==> src/rtl/cpu_pkg.sv <==
// Shared datapath widths, ALU op codes and forwarding select codes for the
// integer pipeline.
package cpu_pkg;

    localparam int XLEN = 32;
    localparam int REGW = 5;

    typedef enum logic [2:0] {
        ALU_ADD = 3'b000,
        ALU_SUB = 3'b001,
        ALU_SLL = 3'b010,
        ALU_SLT = 3'b011,
        ALU_XOR = 3'b100,
        ALU_SRL = 3'b101,
        ALU_OR  = 3'b110,
        ALU_AND = 3'b111
    } alu_op_t;

    typedef enum logic [1:0] {
        FWD_REG   = 2'b00,
        FWD_EXMEM = 2'b01,
        FWD_MEMWB = 2'b10
    } fwd_sel_t;

endpackage

==> src/rtl/forward_unit.sv <==
// Picks the freshest source for one EX-stage operand; EX/MEM beats MEM/WB,
// and x0 never matches because a zero destination is ignored.
module forward_unit
    import cpu_pkg::*;
#(
    parameter int REGW = cpu_pkg::REGW
) (
    input  logic [REGW-1:0] rs,
    input  logic            exmem_regwrite,
    input  logic [REGW-1:0] exmem_rd,
    input  logic            memwb_regwrite,
    input  logic [REGW-1:0] memwb_rd,
    output fwd_sel_t        sel
);

    always_comb begin
        sel = FWD_REG;
        if (exmem_regwrite && (exmem_rd != '0) && (exmem_rd == rs)) begin
            sel = FWD_EXMEM;
        end else if (memwb_regwrite && (memwb_rd != '0) && (memwb_rd == rs)) begin
            sel = FWD_MEMWB;
        end
    end

endmodule

==> src/rtl/id_ex_stage.sv <==
// ID/EX pipeline register with operand forwarding into the ALU, load-use
// hazard detection, and stall/flush/bubble handling.
module id_ex_stage
    import cpu_pkg::*;
#(
    parameter int XLEN = cpu_pkg::XLEN,
    parameter int REGW = cpu_pkg::REGW
) (
    input  logic            clk,
    input  logic            reset,
    input  logic            stall,
    input  logic            flush,
    input  logic            in_valid,
    input  logic [REGW-1:0] in_rs1,
    input  logic [REGW-1:0] in_rs2,
    input  logic [REGW-1:0] in_rd,
    input  logic [XLEN-1:0] in_rs1_val,
    input  logic [XLEN-1:0] in_rs2_val,
    input  logic [XLEN-1:0] in_imm,
    input  logic            in_alusrc,
    input  logic [2:0]      in_alucontrol,
    input  logic            in_regwrite,
    input  logic            in_memread,
    input  logic            in_memwrite,
    input  logic            exmem_regwrite,
    input  logic [REGW-1:0] exmem_rd,
    input  logic [XLEN-1:0] exmem_result,
    input  logic            memwb_regwrite,
    input  logic [REGW-1:0] memwb_rd,
    input  logic [XLEN-1:0] memwb_result,
    output logic [XLEN-1:0] alu_a,
    output logic [XLEN-1:0] alu_b,
    output logic [2:0]      alucontrol,
    output logic [XLEN-1:0] store_data,
    output logic            out_valid,
    output logic [REGW-1:0] out_rd,
    output logic            out_regwrite,
    output logic            out_memread,
    output logic            out_memwrite,
    output logic            load_use_hazard
);

    logic            valid_q, valid_d;
    logic [REGW-1:0] rs1_q, rs1_d, rs2_q, rs2_d, rd_q, rd_d;
    logic [XLEN-1:0] rs1_val_q, rs1_val_d, rs2_val_q, rs2_val_d, imm_q, imm_d;
    logic            alusrc_q, alusrc_d;
    logic [2:0]      alucontrol_q, alucontrol_d;
    logic            regwrite_q, regwrite_d;
    logic            memread_q, memread_d;
    logic            memwrite_q, memwrite_d;

    fwd_sel_t        sel_rs1, sel_rs2;
    logic [XLEN-1:0] fwd_rs1, fwd_rs2;

    assign load_use_hazard = valid_q & memread_q & (rd_q != '0) & in_valid
                           & ((rd_q == in_rs1) | (rd_q == in_rs2));

    always_comb begin
        valid_d      = valid_q;
        rs1_d        = rs1_q;
        rs2_d        = rs2_q;
        rd_d         = rd_q;
        rs1_val_d    = rs1_val_q;
        rs2_val_d    = rs2_val_q;
        imm_d        = imm_q;
        alusrc_d     = alusrc_q;
        alucontrol_d = alucontrol_q;
        regwrite_d   = regwrite_q;
        memread_d    = memread_q;
        memwrite_d   = memwrite_q;
        if (flush || (!stall && load_use_hazard)) begin
            valid_d      = 1'b0;
            rs1_d        = '0;
            rs2_d        = '0;
            rd_d         = '0;
            rs1_val_d    = '0;
            rs2_val_d    = '0;
            imm_d        = '0;
            alusrc_d     = 1'b0;
            alucontrol_d = 3'b000;
            regwrite_d   = 1'b0;
            memread_d    = 1'b0;
            memwrite_d   = 1'b0;
        end else if (stall) begin
            // A writer retiring from MEM/WB during the hold would otherwise
            // leave a stale operand once it leaves the forwarding window.
            if (memwb_regwrite && (memwb_rd != '0) && (memwb_rd == rs1_q)) begin
                rs1_val_d = memwb_result;
            end
            if (memwb_regwrite && (memwb_rd != '0) && (memwb_rd == rs2_q)) begin
                rs2_val_d = memwb_result;
            end
        end else begin
            valid_d      = in_valid;
            rs1_d        = in_rs1;
            rs2_d        = in_rs2;
            rd_d         = in_rd;
            rs1_val_d    = in_rs1_val;
            rs2_val_d    = in_rs2_val;
            imm_d        = in_imm;
            alusrc_d     = in_alusrc;
            alucontrol_d = in_alucontrol;
            regwrite_d   = in_valid & in_regwrite;
            memread_d    = in_valid & in_memread;
            memwrite_d   = in_valid & in_memwrite;
        end
    end

    always_ff @(posedge clk) begin
        if (reset) begin
            valid_q      <= 1'b0;
            rs1_q        <= '0;
            rs2_q        <= '0;
            rd_q         <= '0;
            rs1_val_q    <= '0;
            rs2_val_q    <= '0;
            imm_q        <= '0;
            alusrc_q     <= 1'b0;
            alucontrol_q <= 3'b000;
            regwrite_q   <= 1'b0;
            memread_q    <= 1'b0;
            memwrite_q   <= 1'b0;
        end else begin
            valid_q      <= valid_d;
            rs1_q        <= rs1_d;
            rs2_q        <= rs2_d;
            rd_q         <= rd_d;
            rs1_val_q    <= rs1_val_d;
            rs2_val_q    <= rs2_val_d;
            imm_q        <= imm_d;
            alusrc_q     <= alusrc_d;
            alucontrol_q <= alucontrol_d;
            regwrite_q   <= regwrite_d;
            memread_q    <= memread_d;
            memwrite_q   <= memwrite_d;
        end
    end

    forward_unit #(.REGW(REGW)) u_fwd_rs1 (
        .rs             (rs1_q),
        .exmem_regwrite (exmem_regwrite),
        .exmem_rd       (exmem_rd),
        .memwb_regwrite (memwb_regwrite),
        .memwb_rd       (memwb_rd),
        .sel            (sel_rs1)
    );

    forward_unit #(.REGW(REGW)) u_fwd_rs2 (
        .rs             (rs2_q),
        .exmem_regwrite (exmem_regwrite),
        .exmem_rd       (exmem_rd),
        .memwb_regwrite (memwb_regwrite),
        .memwb_rd       (memwb_rd),
        .sel            (sel_rs2)
    );

    always_comb begin
        case (sel_rs1)
            FWD_EXMEM: fwd_rs1 = exmem_result;
            FWD_MEMWB: fwd_rs1 = memwb_result;
            default:   fwd_rs1 = rs1_val_q;
        endcase
        case (sel_rs2)
            FWD_EXMEM: fwd_rs2 = exmem_result;
            FWD_MEMWB: fwd_rs2 = memwb_result;
            default:   fwd_rs2 = rs2_val_q;
        endcase
    end

    assign alu_a        = fwd_rs1;
    assign alu_b        = alusrc_q ? imm_q : fwd_rs2;
    assign store_data   = fwd_rs2;
    assign alucontrol   = alucontrol_q;
    assign out_valid    = valid_q;
    assign out_rd       = rd_q;
    assign out_regwrite = regwrite_q;
    assign out_memread  = memread_q;
    assign out_memwrite = memwrite_q;

endmodule

==> config.mk <==
export PLATFORM = sky130hd
export DESIGN_NAME = id_ex_stage
export DESIGN_NICKNAME = d
export VERILOG_FILES = /design/src/rtl/cpu_pkg.sv /design/src/rtl/forward_unit.sv /design/src/rtl/id_ex_stage.sv
export SDC_FILE = /design/constraint.sdc
export NUM_CORES = 1
export LEC_CHECK = 0
export BUFFER_PORTS_ARGS = -buffer_cell sky130_fd_sc_hd__buf_2
export CELL_PAD_IN_SITES_DETAIL_PLACEMENT = 0
export CELL_PAD_IN_SITES_GLOBAL_PLACEMENT = 2
export CORE_MARGIN = 2
export CORE_UTILIZATION = 28
export CTS_CLUSTER_SIZE = 24
export DETAILED_ROUTE_END_ITERATION = 12
export GPL_ROUTABILITY_DRIVEN = 0
export GPL_TIMING_DRIVEN = 1
export PLACE_DENSITY_LB_ADDON = 0.08
export REMOVE_ABC_BUFFERS = 1
export SLEW_MARGIN = 10
export SYNTH_ARGS = -nofsm -noshare
export SYNTH_HDL_FRONTEND = slang
export SYNTH_SLANG_ARGS = --single-unit
==> constraint.sdc <==
create_clock -name clk -period 4.3 [get_ports clk]
set_input_delay 0.645 -clock clk [delete_from_list [all_inputs] [get_ports clk]]
set_output_delay 0.645 -clock clk [all_outputs]
set_load 0.005 [all_outputs]
==> Flow_metrics.wiki, run 1 <==
{| class="wikitable"
! Metric !! Value
|-
| Detailed Route Iter0 Violations || 446
|-
| Status || completed
|-
| Internal power || 2.37 mW
|-
| Register-to-Register Setup Slack || 1890 ps
|-
| Final count of pins violating max slew || 0
|-
| Commonest non-fill, non-tap cell in the layout || sky130_fd_sc_hd__buf_2
|-
| Required time reported for the critical path endpoint || 3650 ps
|-
| Clk Latency, worst-skew pair || 420 ps
|-
| Grt ovf || 0
|-
| Logic depth of the worst register-to-register path || 6
|-
| Utilization of the core after routing || 37.9%
|-
| Number of placement rows || 58
|-
| CP max stage cell || sky130_fd_sc_hd__or4b_4
|-
| Global-route wire length before repair || 42.6 mm
|-
| Clock share of power || 49.6%
|-
| Count of vias placed by the detailed router || 7459
|-
| Post-synthesis share of cell area spent on xor and xnor gates || 3.69%
|-
| Final setup skew || 10.1 ps
|-
| Share of layout cells above drive strength 1 || 32.5%
|-
| Mean cell area of the mapped netlist || 8.09 um2
|-
| Portion of total power attributed to combinational logic || 14.1%
|-
| Number of DRC violations after detailed routing || 0
|-
| Antenna viol nets, final || 0
|-
| Crit share post-route || 81.7%
|-
| Cell area after synthesis || 0.00712 mm2
|-
| Hold Crit Class || in -> reg
|-
| Max Clk Rate || 285 MHz
|-
| Clock tree sinks || 119
|-
| Critical Path Fanout Max || 60
|-
| Proportion of synthesized chip area in sequential cells || 33.4%
|-
| PnR Total Power || 3.20 mW
|-
| Post-detail-place hpwl || 18.2 mm
|-
| Standard cell core area || 0.0251 mm2
|-
| Combinational family with the most area after synthesis || simple AND/OR/NAND/NOR gates
|-
| Multi-input logic area || 0.00427 mm2
|-
| Critical path's largest stage delay || 830 ps
|-
| Max-capacitance violation count || 0
|-
| Top-level I/O count || 308
|-
| Worst reg2reg startpoint || out_rd[4]
|-
| Sequential Power Share || 36.3%
|-
| Yosys warning count || 0
|-
| Die width || 163 um
|-
| Floorplan die height || 163 um
|-
| Post-synthesis compound-gate area fraction || 18.4%
|-
| Setup TNS || 0 ps
|-
| Most frequent cells in the layout || sky130_fd_sc_hd__buf_2 (306), sky130_fd_sc_hd__dfxtp_1 (118), sky130_fd_sc_hd__nand3b_1 (115)
|-
| Reg-to-reg critical path endpoint || imm_q[5]
|-
| Syn Inst Count || 880
|-
| Min Tclk post-route || 3510 ps
|-
| Worst setup path endpoint || alu_b[8]
|-
| Postcts setup bufs || 0
|-
| Peak ir drop on the vdd network || 0.201 mV
|-
| Relative slew slack || 23.4%
|-
| Register bit count reported by yosys || 119
|-
| Number of global-route vias before repair || 7160
|-
| Fillers || 2759
|-
| Area taken by flip-flops and latches || 0.00238 mm2
|-
| Overall die area || 0.0267 mm2
|-
| Non-filler instance count after layout || 1476
|-
| Number of antenna violations at the first check in global routing || 7
|-
| Leakage dissipation || 3.99 nW
|-
| Total routing resource utilization after global routing || 20.7%
|-
| Setup repair after global routing missed its margin || false
|-
| Unique cell type count in the Yosys netlist || 39
|-
| Slew at the pin with the worst max-slew slack || 1150 ps
|-
| Maximum clock insertion buffer count || 2
|-
| CTS H-Tree Depth || 4
|-
| Sw frac || 25.9%
|-
| Initial standard-cell utilization of the core || 28.4%
|-
| Number of resized instances in the post-cts repair step || 0
|-
| Final routed wirelength across all metal layers || 28.4 mm
|-
| Endpoints failing hold || 0
|-
| Cell-by-cell listing of the critical path || xor2_1, or4b_4, or3_1, a31oi_1, mux2_1, buf_2
|-
| Total CTS buffers || 17
|-
| Crit path from || rs2_q[0]
|-
| Data arrival time of the worst path || 2870 ps
|-
| Detailed-route wire length per cell || 19.2 um
|-
| TritonCTS clock tree || done
|-
| Relative area change from synthesis to final layout || 33.7%
|-
| Total power divided by cell area || 336 mW/mm2
|-
| Clock-pin slew of the registers on the worst-case setup and hold paths || 60 ps
|-
| Switching power || 830 uW
|-
| Sort of element at the end of the critical path || output port
|-
| # setup viols final || 0
|-
| Maximum number of pins on one net before global-route repair || 171
|-
| Count of input and output buffers || 307
|-
| Simple-gate share of the synthesized area || 27.7%
|-
| Startpoint Class || flop
|-
| Buffer cell driving the clock tree root || sky130_fd_sc_hd__clkbuf_16
|-
| Length of the first detailed-routing pass in iterations || 6
|-
| Via/cell ratio || 5.05
|-
| Multiplexer share of the synthesized area || 9.56%
|-
| Hold-fix buffers at CTS || 0
|-
| Post-Place Cells || 1439
|-
| Adder-Cell Fraction of Synth Area || 0%
|-
| Type of the worst setup path || reg -> out
|-
| Number of nets in the finished design || 1327
|}
-- through the flow --
stage	instance area, um2	hold WS [ps]	setup WS (ps)
finish	9520	467	789
floorplan	6720	447	-5010
detailed placement	8870	467	813
CTS	9510	447	780
global placement	8870	462	827
global route	9520	473	653
-- sequential cells by signal, summed over array words and instances (netlist names) --
name	flops
alucontrol	3
out_memread	1
rs2_q	5
imm_q	32
rs2_val_q	32
out_valid	1
out_rd	5
rs1_val_q	32
alusrc_q	1
rs1_q	5
out_regwrite	1
out_memwrite	1
-- power groups by stage --
stage | Combinational [mW] | Sequential, mW | Clock (mW)
6_report | 0.452 | 1.16 | 1.59
5_1_grt | 0.500 | 1.17 | 1.67
4_1_cts | 0.457 | 1.16 | 1.63
3_5_place_dp | 0.455 | 1.19 | 0
3_3_place_gp | 0.455 | 1.19 | 0
2_1_floorplan | 0.198 | 1.18 | 0
-- how the worst min path moves through the flow --
stage / endpoint / cells past startpoint / startpoint / slack (ps)
after floorplan: imm_q[11] / 2 / imm_q[11] / 450
after global placement: imm_q[23] / 2 / imm_q[23] / 460
after detailed placement: imm_q[30] / 2 / imm_q[30] / 470
after CTS: out_memwrite / 3 / in_memwrite / 450
after global routing: out_regwrite / 3 / in_regwrite / 470
final: out_memwrite / 3 / in_memwrite / 470
-- per-layer routing --
metal  part of all wire [%]  track usage (%)  up-vias
met4                   0.61             4.90        6
met5                   0.13                0        -
met2                     47             33.2      210
li1                       -                -     3700
met3                    6.2             5.54       15
met1                     46             27.7     3528
-- Yosys cell counts --
cell	count	area [um2]
sky130_fd_sc_hd__inv_1	29	109
sky130_fd_sc_hd__o22ai_1	60	375
sky130_fd_sc_hd__or2_2	1	6.26
sky130_fd_sc_hd__mux2_2	4	45.0
sky130_fd_sc_hd__nand3_1	57	285
sky130_fd_sc_hd__nor3_1	35	175
sky130_fd_sc_hd__o211ai_2	1	12.5
sky130_fd_sc_hd__clkbuf_1	64	240
sky130_fd_sc_hd__or2_1	1	6.26
sky130_fd_sc_hd__nand2_1	9	33.8
sky130_fd_sc_hd__nand3b_1	115	863
sky130_fd_sc_hd__a31oi_2	6	75.1
sky130_fd_sc_hd__a31oi_1	26	163
sky130_fd_sc_hd__mux2_1	28	315
sky130_fd_sc_hd__o21ai_1	8	40.0
sky130_fd_sc_hd__clkbuf_2	2	10.0
sky130_fd_sc_hd__and2_1	28	175
sky130_fd_sc_hd__a21o_1	4	30.0
sky130_fd_sc_hd__dfxtp_1	119	2380
sky130_fd_sc_hd__buf_1	4	15.0
sky130_fd_sc_hd__xnor2_1	13	114
sky130_fd_sc_hd__xor2_1	17	149
sky130_fd_sc_hd__a21oi_1	32	160
sky130_fd_sc_hd__o211ai_4	1	21.3
sky130_fd_sc_hd__or4_1	7	52.6
sky130_fd_sc_hd__buf_6	4	45.0
sky130_fd_sc_hd__buf_2	14	70.1
sky130_fd_sc_hd__or4b_4	1	13.8
sky130_fd_sc_hd__a22oi_1	1	7.51
sky130_fd_sc_hd__nor4b_2	1	15.0
sky130_fd_sc_hd__nand4_1	1	6.26
sky130_fd_sc_hd__or4_4	1	11.3
sky130_fd_sc_hd__nor2_1	36	135
sky130_fd_sc_hd__mux2i_1	32	320
sky130_fd_sc_hd__nor4b_1	1	8.76
sky130_fd_sc_hd__or3_1	28	175
sky130_fd_sc_hd__nor4_2	1	12.5
sky130_fd_sc_hd__o21ai_0	85	425
sky130_fd_sc_hd__buf_4	3	22.5
-- cell families (layout without fill, tap and decap cells) --
logic type / Yosys count / after routing
XOR/XNOR: 30 / 30
multiplexers: 64 / 64
buffers and inverters: 120 / 381
AND/OR/NAND/NOR: 323 / 323
flip-flops: 119 / 119
AO/OA/AOI/OAI: 224 / 224
other: 0 / 5
-- area by class of cell --
class                   count  share of cell area, %
inverters                  29                   1.14
repair buffers            320                   17.8
diodes                      5                  0.131
multi-input cells         641                   44.8
clock inverters            12                   2.12
well taps                 330                   4.34
flip-flops and latches    119                   25.0
clock buffers              20                   4.59
-- worst max-delay path, delay by kind of cell, from the launching register on --
family	cells	cell delay, ps
muxes	1	190
AOI/OAI and AO/OA	1	340
and+or+nand+nor	2	1250
DFF	1	350
buffers and inverters	1	110
xor gates and xnor gates	1	180
Note: power is estimated with default switching activity, not from simulation.
==> run 2, diff against run 1 <==
--- a/config.mk
+++ b/config.mk
@@ -5,11 +5,12 @@
 export SDC_FILE = /design/constraint.sdc
 export NUM_CORES = 1
 export LEC_CHECK = 0
+export ABC_AREA = 1
 export BUFFER_PORTS_ARGS = -buffer_cell sky130_fd_sc_hd__buf_2
 export CELL_PAD_IN_SITES_DETAIL_PLACEMENT = 0
 export CELL_PAD_IN_SITES_GLOBAL_PLACEMENT = 2
 export CORE_MARGIN = 2
-export CORE_UTILIZATION = 28
+export CORE_UTILIZATION = 24
 export CTS_CLUSTER_SIZE = 24
 export DETAILED_ROUTE_END_ITERATION = 12
 export GPL_ROUTABILITY_DRIVEN = 0
==> constraint.sdc (replaced) <==
create_clock -name clk -period 3.45 [get_ports clk]
set_input_delay 0.5175 -clock clk [delete_from_list [all_inputs] [get_ports clk]]
set_output_delay 0.5175 -clock clk [all_outputs]
set_load 0.005 [all_outputs]
==> Flow_metrics.wiki, run 2 <==
{| class="wikitable"
! Metric !! Value
|-
| Status || completed
|-
| Count of input and output buffers || 307
|-
| Yosys warning count || 0
|-
| Number of global-route vias before repair || 8446
|-
| Cell types with the largest area share after synthesis || sky130_fd_sc_hd__dfxtp_1 (34%), sky130_fd_sc_hd__nand2_1 (20%), sky130_fd_sc_hd__nand3_1 (14%)
|-
| Data arrival time of the worst path || 2530 ps
|-
| Number of nets in the finished design || 1586
|-
| Hold-fix buffers at CTS || 0
|-
| Die width || 176 um
|-
| Overall die area || 0.0309 mm2
|-
| Detailed-route wire length per cell || 18.9 um
|-
| Total routing resource utilization after global routing || 21.5%
|-
| Final setup skew || 11.8 ps
|-
| Type of the worst setup path || reg -> out
|-
| Commonest non-fill, non-tap cell in the layout || sky130_fd_sc_hd__nand2_1
|-
| Total power divided by cell area || 397 mW/mm2
|-
| Leakage dissipation || 4.45 nW
|-
| Post-Place Cells || 1752
|-
| Grt met2 use || 36.0%
|-
| Met1 Use GR || 28.2%
|-
| Endpoints failing hold || 0
|-
| Post-synthesis cell type with the largest combined area || sky130_fd_sc_hd__dfxtp_1
|-
| Most frequent cells in the layout || sky130_fd_sc_hd__nand2_1 (378), sky130_fd_sc_hd__buf_2 (306), sky130_fd_sc_hd__nand3_1 (196)
|-
| Via/cell ratio || 4.81
|-
| Register-to-Register Setup Slack || 1280 ps
|-
| Slew at the pin with the worst max-slew slack || 850 ps
|-
| Number of resized instances in the post-cts repair step || 0
|-
| Post-detail-place hpwl || 22.9 mm
|-
| Total CTS buffers || 17
|-
| Critical Path Fanout Max || 32
|-
| Clock-pin slew of the registers on the worst-case setup and hold paths || 60 ps
|-
| Maximum clock insertion buffer count || 2
|-
| Setup TNS || 0 ps
|-
| Sort of element at the end of the critical path || output port
|-
| Detailed Route Iter0 Violations || 445
|-
| Number of enable-type register cells in the synthesized netlist || 0
|-
| Mean cell area of the mapped netlist || 6.31 um2
|-
| Synth Flop Type || sky130_fd_sc_hd__dfxtp_1
|-
| # setup viols final || 0
|-
| Grt ovf || 0
|-
| Clock tree sinks || 119
|-
| Maximum number of pins on one net before global-route repair || 66
|-
| Syn Inst Count || 1124
|-
| Fillers || 3373
|-
| Final count of pins violating max slew || 0
|-
| Register bit count reported by yosys || 119
|-
| Number of placement rows || 62
|-
| Number of antenna violations at the first check in global routing || 6
|-
| Unique cell type count in the Yosys netlist || 27
|-
| Proportion of synthesized chip area in sequential cells || 33.6%
|-
| Non-filler instance count after layout || 1785
|-
| Hold Crit Class || in -> reg
|-
| Postcts setup bufs || 0
|-
| Most Crowded Layer GR || met2
|-
| Setup repair after global routing missed its margin || false
|-
| Number of DRC violations after detailed routing || 0
|-
| Crit share post-route || 88.4%
|-
| Peak ir drop on the vdd network || 0.214 mV
|-
| Clk Latency, worst-skew pair || 420 ps
|-
| Post-synth top cells || sky130_fd_sc_hd__nand2_1 (380), sky130_fd_sc_hd__nand3_1 (196), sky130_fd_sc_hd__a21oi_1 (142)
|-
| Top flop regs || imm_q: 32 flops, rs1_val_q: 32 flops, rs2_val_q: 32 flops
|-
| Startpoint Class || flop
|-
| Global-route wire length before repair || 50.9 mm
|-
| Final routed wirelength across all metal layers || 33.7 mm
|-
| Standard cell core area || 0.0289 mm2
|-
| TritonCTS clock tree || done
|-
| Cell area after synthesis || 0.00709 mm2
|-
| Most instantiated library cell after synthesis || sky130_fd_sc_hd__nand2_1
|-
| Global-route track usage on met3 || 4.96%
|-
| Top-level I/O count || 308
|-
| Utilization of the core after routing || 33.0%
|-
| CTS H-Tree Depth || 4
|-
| Initial standard-cell utilization of the core || 24.6%
|-
| Relative area change from synthesis to final layout || 34.2%
|-
| Floorplan die height || 176 um
|-
| Min Tclk post-route || 3050 ps
|-
| Buffer cell driving the clock tree root || sky130_fd_sc_hd__clkbuf_16
|-
| Proportion of register bits with asynchronous set or reset after synthesis || 0%
|-
| Required time reported for the critical path endpoint || 2930 ps
|-
| Length of the first detailed-routing pass in iterations || 5
|-
| Max Clk Rate || 328 MHz
|-
| Share of layout cells above drive strength 1 || 27.7%
|-
| Max-capacitance violation count || 0
|-
| Fraction of synthesized cell area taken by the top area cell type || 33.6%
|-
| Count of vias placed by the detailed router || 8592
|-
| Antenna viol nets, final || 0
|-
| Relative slew slack || 43.3%
|}
## run 2: changes by cell type after synthesis, moves of 33 or more
cell | before | now
sky130_fd_sc_hd__nor3_1 | 35 | 2
sky130_fd_sc_hd__o21ai_0 | 85 | 9
sky130_fd_sc_hd__nand3b_1 | 115 | 1
sky130_fd_sc_hd__nand3_1 | 57 | 196
sky130_fd_sc_hd__nand2_1 | 9 | 380
sky130_fd_sc_hd__o22ai_1 | 60 | 0
sky130_fd_sc_hd__a21oi_1 | 32 | 142
sky130_fd_sc_hd__nand4_1 | 1 | 34
## run 2: logic make-up after synthesis
kind of cell	count (synthesis)	share of synthesized area [%]
simple gates	683	41.9
buf+inv	113	7.33
flops	119	33.6
compound gates	186	14.4
xor+xnor	23	2.84
## run 2: report_power, final
part	switching, mW	leakage (nW)	internal (mW)	total [mW]
registers	0.0295	0.970	1.42	1.45
clock network	0.676	0.266	1.03	1.71
logic	0.378	3.21	0.243	0.622
## run 2: path summary, 6_finish.rpt
check                   startpoint            end  depth (start not counted)
hold / removal    in_alucontrol[2]  alucontrol[2]                          3
setup reg to reg          rs2_q[1]  rs2_val_q[31]                         11
hold reg to reg      alucontrol[2]  alucontrol[2]                          2
setup / recovery          rs2_q[0]      alu_b[24]                         12
## run 2: through the flow
stage | cell area [um2] | setup slack, ps | hold slack, ps | total power [mW]
6_report | 9510 | 399 | 340 | 3.78
5_1_grt | 9510 | 175 | 327 | 3.97
4_1_cts | 9510 | 341 | 319 | 3.85
3_5_place_dp | 8960 | 528 | 455 | 2.11
3_3_place_gp | 8960 | 547 | 453 | 2.11
2_1_floorplan | 6650 | -164 | 443 | 1.74
## run 2: routing by layer
metal	vias to the layer above	share of wire (%)
met2	249	47
met4	6	1.0
met5	-	0.11
met1	4008	46
met3	24	5.9
li1	4305	-
## run 2: worst max-delay path, stage by stage (launching register included)
cell	delay, ps
sky130_fd_sc_hd__dfxtp_1	350
sky130_fd_sc_hd__inv_1	110
sky130_fd_sc_hd__nand2_1	50
sky130_fd_sc_hd__nand2_1	60
sky130_fd_sc_hd__nand2_1	50
sky130_fd_sc_hd__nor2_1	170
sky130_fd_sc_hd__nand3_4	420
sky130_fd_sc_hd__buf_4	380
sky130_fd_sc_hd__nand3_1	100
sky130_fd_sc_hd__nand3_1	130
sky130_fd_sc_hd__nand2_1	80
sky130_fd_sc_hd__nand2_1	60
sky130_fd_sc_hd__buf_2	120
## run 2: final cells by class
cell class | count | area, um2 | area share [%]
clock inverters | 9 | 77.6 | 0.815
clock buffers | 21 | 470 | 4.95
well taps | 384 | 480 | 5.05
repair buffers | 335 | 1790 | 18.8
diodes | 3 | 7.51 | 0.0789
flip-flops and latches | 119 | 2380 | 25.1
multi-input cells | 892 | 4220 | 44.4
inverters | 22 | 85.1 | 0.894
==> run 3, diff against run 2 <==
--- a/config.mk
+++ b/config.mk
@@ -6,6 +6,7 @@
 export NUM_CORES = 1
 export LEC_CHECK = 0
 export ABC_AREA = 1
+export ABC_CLOCK_PERIOD_IN_PS = 3450
 export BUFFER_PORTS_ARGS = -buffer_cell sky130_fd_sc_hd__buf_2
 export CELL_PAD_IN_SITES_DETAIL_PLACEMENT = 0
 export CELL_PAD_IN_SITES_GLOBAL_PLACEMENT = 2
@@ -20,4 +21,5 @@
 export SLEW_MARGIN = 10
 export SYNTH_ARGS = -nofsm -noshare
 export SYNTH_HDL_FRONTEND = slang
+export SYNTH_HIERARCHICAL = 1
 export SYNTH_SLANG_ARGS = --single-unit
==> Flow_metrics.wiki, run 3 <==
{| class="wikitable"
! Metric !! Value
|-
| Number of nets in the finished design || 1839
|-
| # setup viols final || 0
|-
| Endpoints failing hold || 0
|-
| Setup repair after global routing missed its margin || false
|-
| PnR Total Power || 3.86 mW
|-
| Yosys warning count || 6
|-
| Status || completed
|-
| Most instantiated library cell after synthesis || sky130_fd_sc_hd__nand2_1
|-
| Worst path top cell family by delay || buffers and inverters
|-
| Relative area change from synthesis to final layout || 32.3%
|-
| Final routed wirelength across all metal layers || 35.6 mm
|-
| Most frequent cells in the layout || sky130_fd_sc_hd__nand2_1 (381), sky130_fd_sc_hd__buf_2 (306), sky130_fd_sc_hd__nor2_1 (265)
|-
| Number of placement rows || 67
|-
| Proportion of synthesized chip area in sequential cells || 29.6%
|-
| Overall die area || 0.0350 mm2
|-
| Buffers and inverters on the worst path || 4
|-
| Max-capacitance violation count || 0
|-
| Unique cell type count in the Yosys netlist || 25
|-
| Grt ovf || 0
|-
| Number of enable-type register cells in the synthesized netlist || 0
|-
| Worst hold path stage count || 3
|-
| Count of vias placed by the detailed router || 9069
|-
| Fraction of synthesized cell area taken by the top area cell type || 29.6%
|-
| Clock-pin slew of the registers on the worst-case setup and hold paths || 60 ps
|-
| Detailed Route Iter0 Violations || 391
|-
| Min Tclk post-route || 3230 ps
|-
| Global-route track usage on met3 || 4.26%
|-
| Number of global-route vias before repair || 8933
|-
| Internal power || 2.73 mW
|-
| Floorplan die height || 187 um
|-
| Maximum number of pins on one net before global-route repair || 65
|-
| HP Start || in_imm[23]
|-
| Commonest non-fill, non-tap cell in the layout || sky130_fd_sc_hd__nand2_1
|-
| Post-synthesis cell type with the largest combined area || sky130_fd_sc_hd__dfxtp_1
|-
| Antenna viol nets, final || 0
|-
| Sw frac || 29.1%
|-
| Crit path depth || 12
|-
| Simple-gate share of the synthesized area || 36.9%
|-
| Synth Flop Type || sky130_fd_sc_hd__dfxtp_1
|-
| Final critical-path setup slack || 221 ps
|-
| Total power divided by cell area || 362 mW/mm2
|-
| Die width || 187 um
|-
| Critical Path Fanout Max || 16
|-
| Post-synthesis share of cell area spent on xor and xnor gates || 1.74%
|-
| Final count of pins violating max slew || 0
|-
| Combinational family with the most area after synthesis || simple AND/OR/NAND/NOR gates
|-
| Sort of element at the end of the critical path || output port
|-
| Share of layout cells above drive strength 1 || 24.2%
|-
| Max Clk Rate || 310 MHz
|-
| Buffer cell driving the clock tree root || sky130_fd_sc_hd__clkbuf_16
|-
| Setup TNS || 0 ps
|-
| Length of the first detailed-routing pass in iterations || 4
|-
| Postcts setup bufs || 0
|-
| Critical path's largest stage delay || 440 ps
|-
| Post-Place Cells || 2063
|-
| Global-route wire length before repair || 52.9 mm
|-
| Total routing resource utilization after global routing || 20.0%
|-
| Peak ir drop on the vdd network || 0.330 mV
|-
| Data arrival time of the worst path || 2710 ps
|-
| Required time reported for the critical path endpoint || 2930 ps
|-
| Register bit count reported by yosys || 119
|-
| Total CTS buffers || 17
|-
| Clock tree sinks || 119
|-
| Initial standard-cell utilization of the core || 24.2%
|-
| Number of antenna violations at the first check in global routing || 8
|-
| Adder-Cell Fraction of Synth Area || 0.621%
|-
| Leakage dissipation || 5.74 nW
|-
| Standard cell core area || 0.0333 mm2
|-
| TritonCTS clock tree || done
|-
| Post-synthesis compound-gate area fraction || 10.3%
|-
| Mean cell area of the mapped netlist || 5.89 um2
|-
| Via/cell ratio || 4.31
|-
| Worst reg2reg startpoint || out_rd[4]
|-
| Multiplexer share of the synthesized area || 5.84%
|-
| Standard cell area after detailed placement || 0.0100 mm2
|-
| Post-synth top cells || sky130_fd_sc_hd__nand2_1 (383), sky130_fd_sc_hd__nor2_1 (266), sky130_fd_sc_hd__inv_1 (199)
|-
| Switching power || 1.12 mW
|-
| Final setup skew || 12.9 ps
|-
| Syn Inst Count || 1367
|-
| Maximum clock insertion buffer count || 2
|-
| Number of DRC violations after detailed routing || 0
|-
| Crit share post-route || 93.6%
|-
| Crit path from || rs1_q[0]
|-
| Detailed-route wire length per cell || 17.0 um
|-
| Slew at the pin with the worst max-slew slack || 851 ps
|-
| Pre-CTS WS || 353 ps
|-
| Cell area after synthesis || 0.00805 mm2
|-
| Count of input and output buffers || 307
|-
| Met1 Use GR || 25.5%
|-
| CTS H-Tree Depth || 4
|-
| Relative slew slack || 43.2%
|-
| Final instance area || 0.0107 mm2
|-
| Startpoint Class || flop
|-
| Post-detail-place hpwl || 23.4 mm
|-
| Cell-by-cell listing of the critical path || inv_1, nand2_1, nand2_1, nor2_2, nand3_1, nor2_2, nor2_1, ha_1, inv_2, buf_12, o21ai_0, buf_2
|-
| Sequential Power Share || 37.4%
|-
| Type of the worst setup path || reg -> out
|-
| Grt met2 use || 33.9%
|-
| Cell types with the largest area share after synthesis || sky130_fd_sc_hd__dfxtp_1 (30%), sky130_fd_sc_hd__nand2_1 (18%), sky130_fd_sc_hd__nor2_1 (12%)
|-
| Clk Latency, worst-skew pair || 430 ps
|-
| Clock share of power || 45.3%
|-
| Portion of total power attributed to combinational logic || 17.3%
|-
| Non-filler instance count after layout || 2102
|-
| Hold Crit Class || in -> reg
|-
| Proportion of register bits with asynchronous set or reset after synthesis || 0%
|-
| Top flop regs || imm_q: 32 flops, rs1_val_q: 32 flops, rs2_val_q: 32 flops
|-
| Top-level I/O count || 308
|-
| Most Crowded Layer GR || met2
|-
| Logic depth of the worst register-to-register path || 10
|-
| Hold-fix buffers at CTS || 0
|-
| CP max stage cell || sky130_fd_sc_hd__dfxtp_1
|}
[run 3: changes by cell type after synthesis, sizes merged, moves of 6 or more]
cell	change
xor2	-6
nand3	-124
o22ai	+62
o21ai	+59
a21oi	-132
inv	+182
mux2i	+47
nor2	+221
buf	-8
nand4	-33
nand2	+6
o21a	-32
[run 3: area by class of cell]
cell class	count	area [um2]
sequential	119	2390
antenna	6	15.0
clock inverter	9	75.1
tap	448	561
multi-input combinational	962	4490
timing repair buffer	330	1870
fill	3935	22600
clock buffer	22	484
inverter	206	773
[run 3: logic make-up after synthesis]
| group | after synthesis |
|---|---|
| XOR/XNOR | 16 |
| AO/OA/AOI/OAI | 147 |
| AND/OR/NAND/NOR | 748 |
| flip-flops | 119 |
| adder cells (fa/ha/maj) | 4 |
| multiplexers | 47 |
| buffers and inverters | 286 |
[run 3: metrics by stage]
step	utilization [%]	hold slack [ps]
4_1_cts	31.8	307
3_5_place_dp	30.1	501
2_1_floorplan	-	479
3_3_place_gp	30.1	485
5_1_grt	32.0	327
6_report	32.0	331
[run 3: layer usage]
layer / up-vias / wire (um)
met5: - / 36
met4: 6 / 635
met3: 38 / 1850
met2: 236 / 16500
met1: 4056 / 16600
li1: 4733 / -
[run 3: repair_timing]
item	in CTS	in global routing
endpoints found under the hold margin	0	0
cloned	0	2
resized for setup	1	14
setup endpoints to repair	1	75
[run 3: final timing paths]
kind / endpoint / slack [ps]
max: alu_a[5] / 220
min: imm_q[23] / 330
max reg2reg: rs2_val_q[15] / 1370
min reg2reg: imm_q[22] / 510
[run 3: power by group through the flow]
stage | combinational [mW] | sequential (mW) | clock (mW)
floorplan | 0.324 | 1.47 | 0
global placement | 0.674 | 1.47 | 0
detailed placement | 0.672 | 1.47 | 0
CTS | 0.675 | 1.44 | 1.81
global route | 0.755 | 1.45 | 1.86
finish | 0.668 | 1.44 | 1.75
[run 3: tightest hold or removal path: stages]
cell	delay, ps
sky130_fd_sc_hd__buf_2	70
sky130_fd_sc_hd__mux2i_1	50
sky130_fd_sc_hd__nor2_1	90
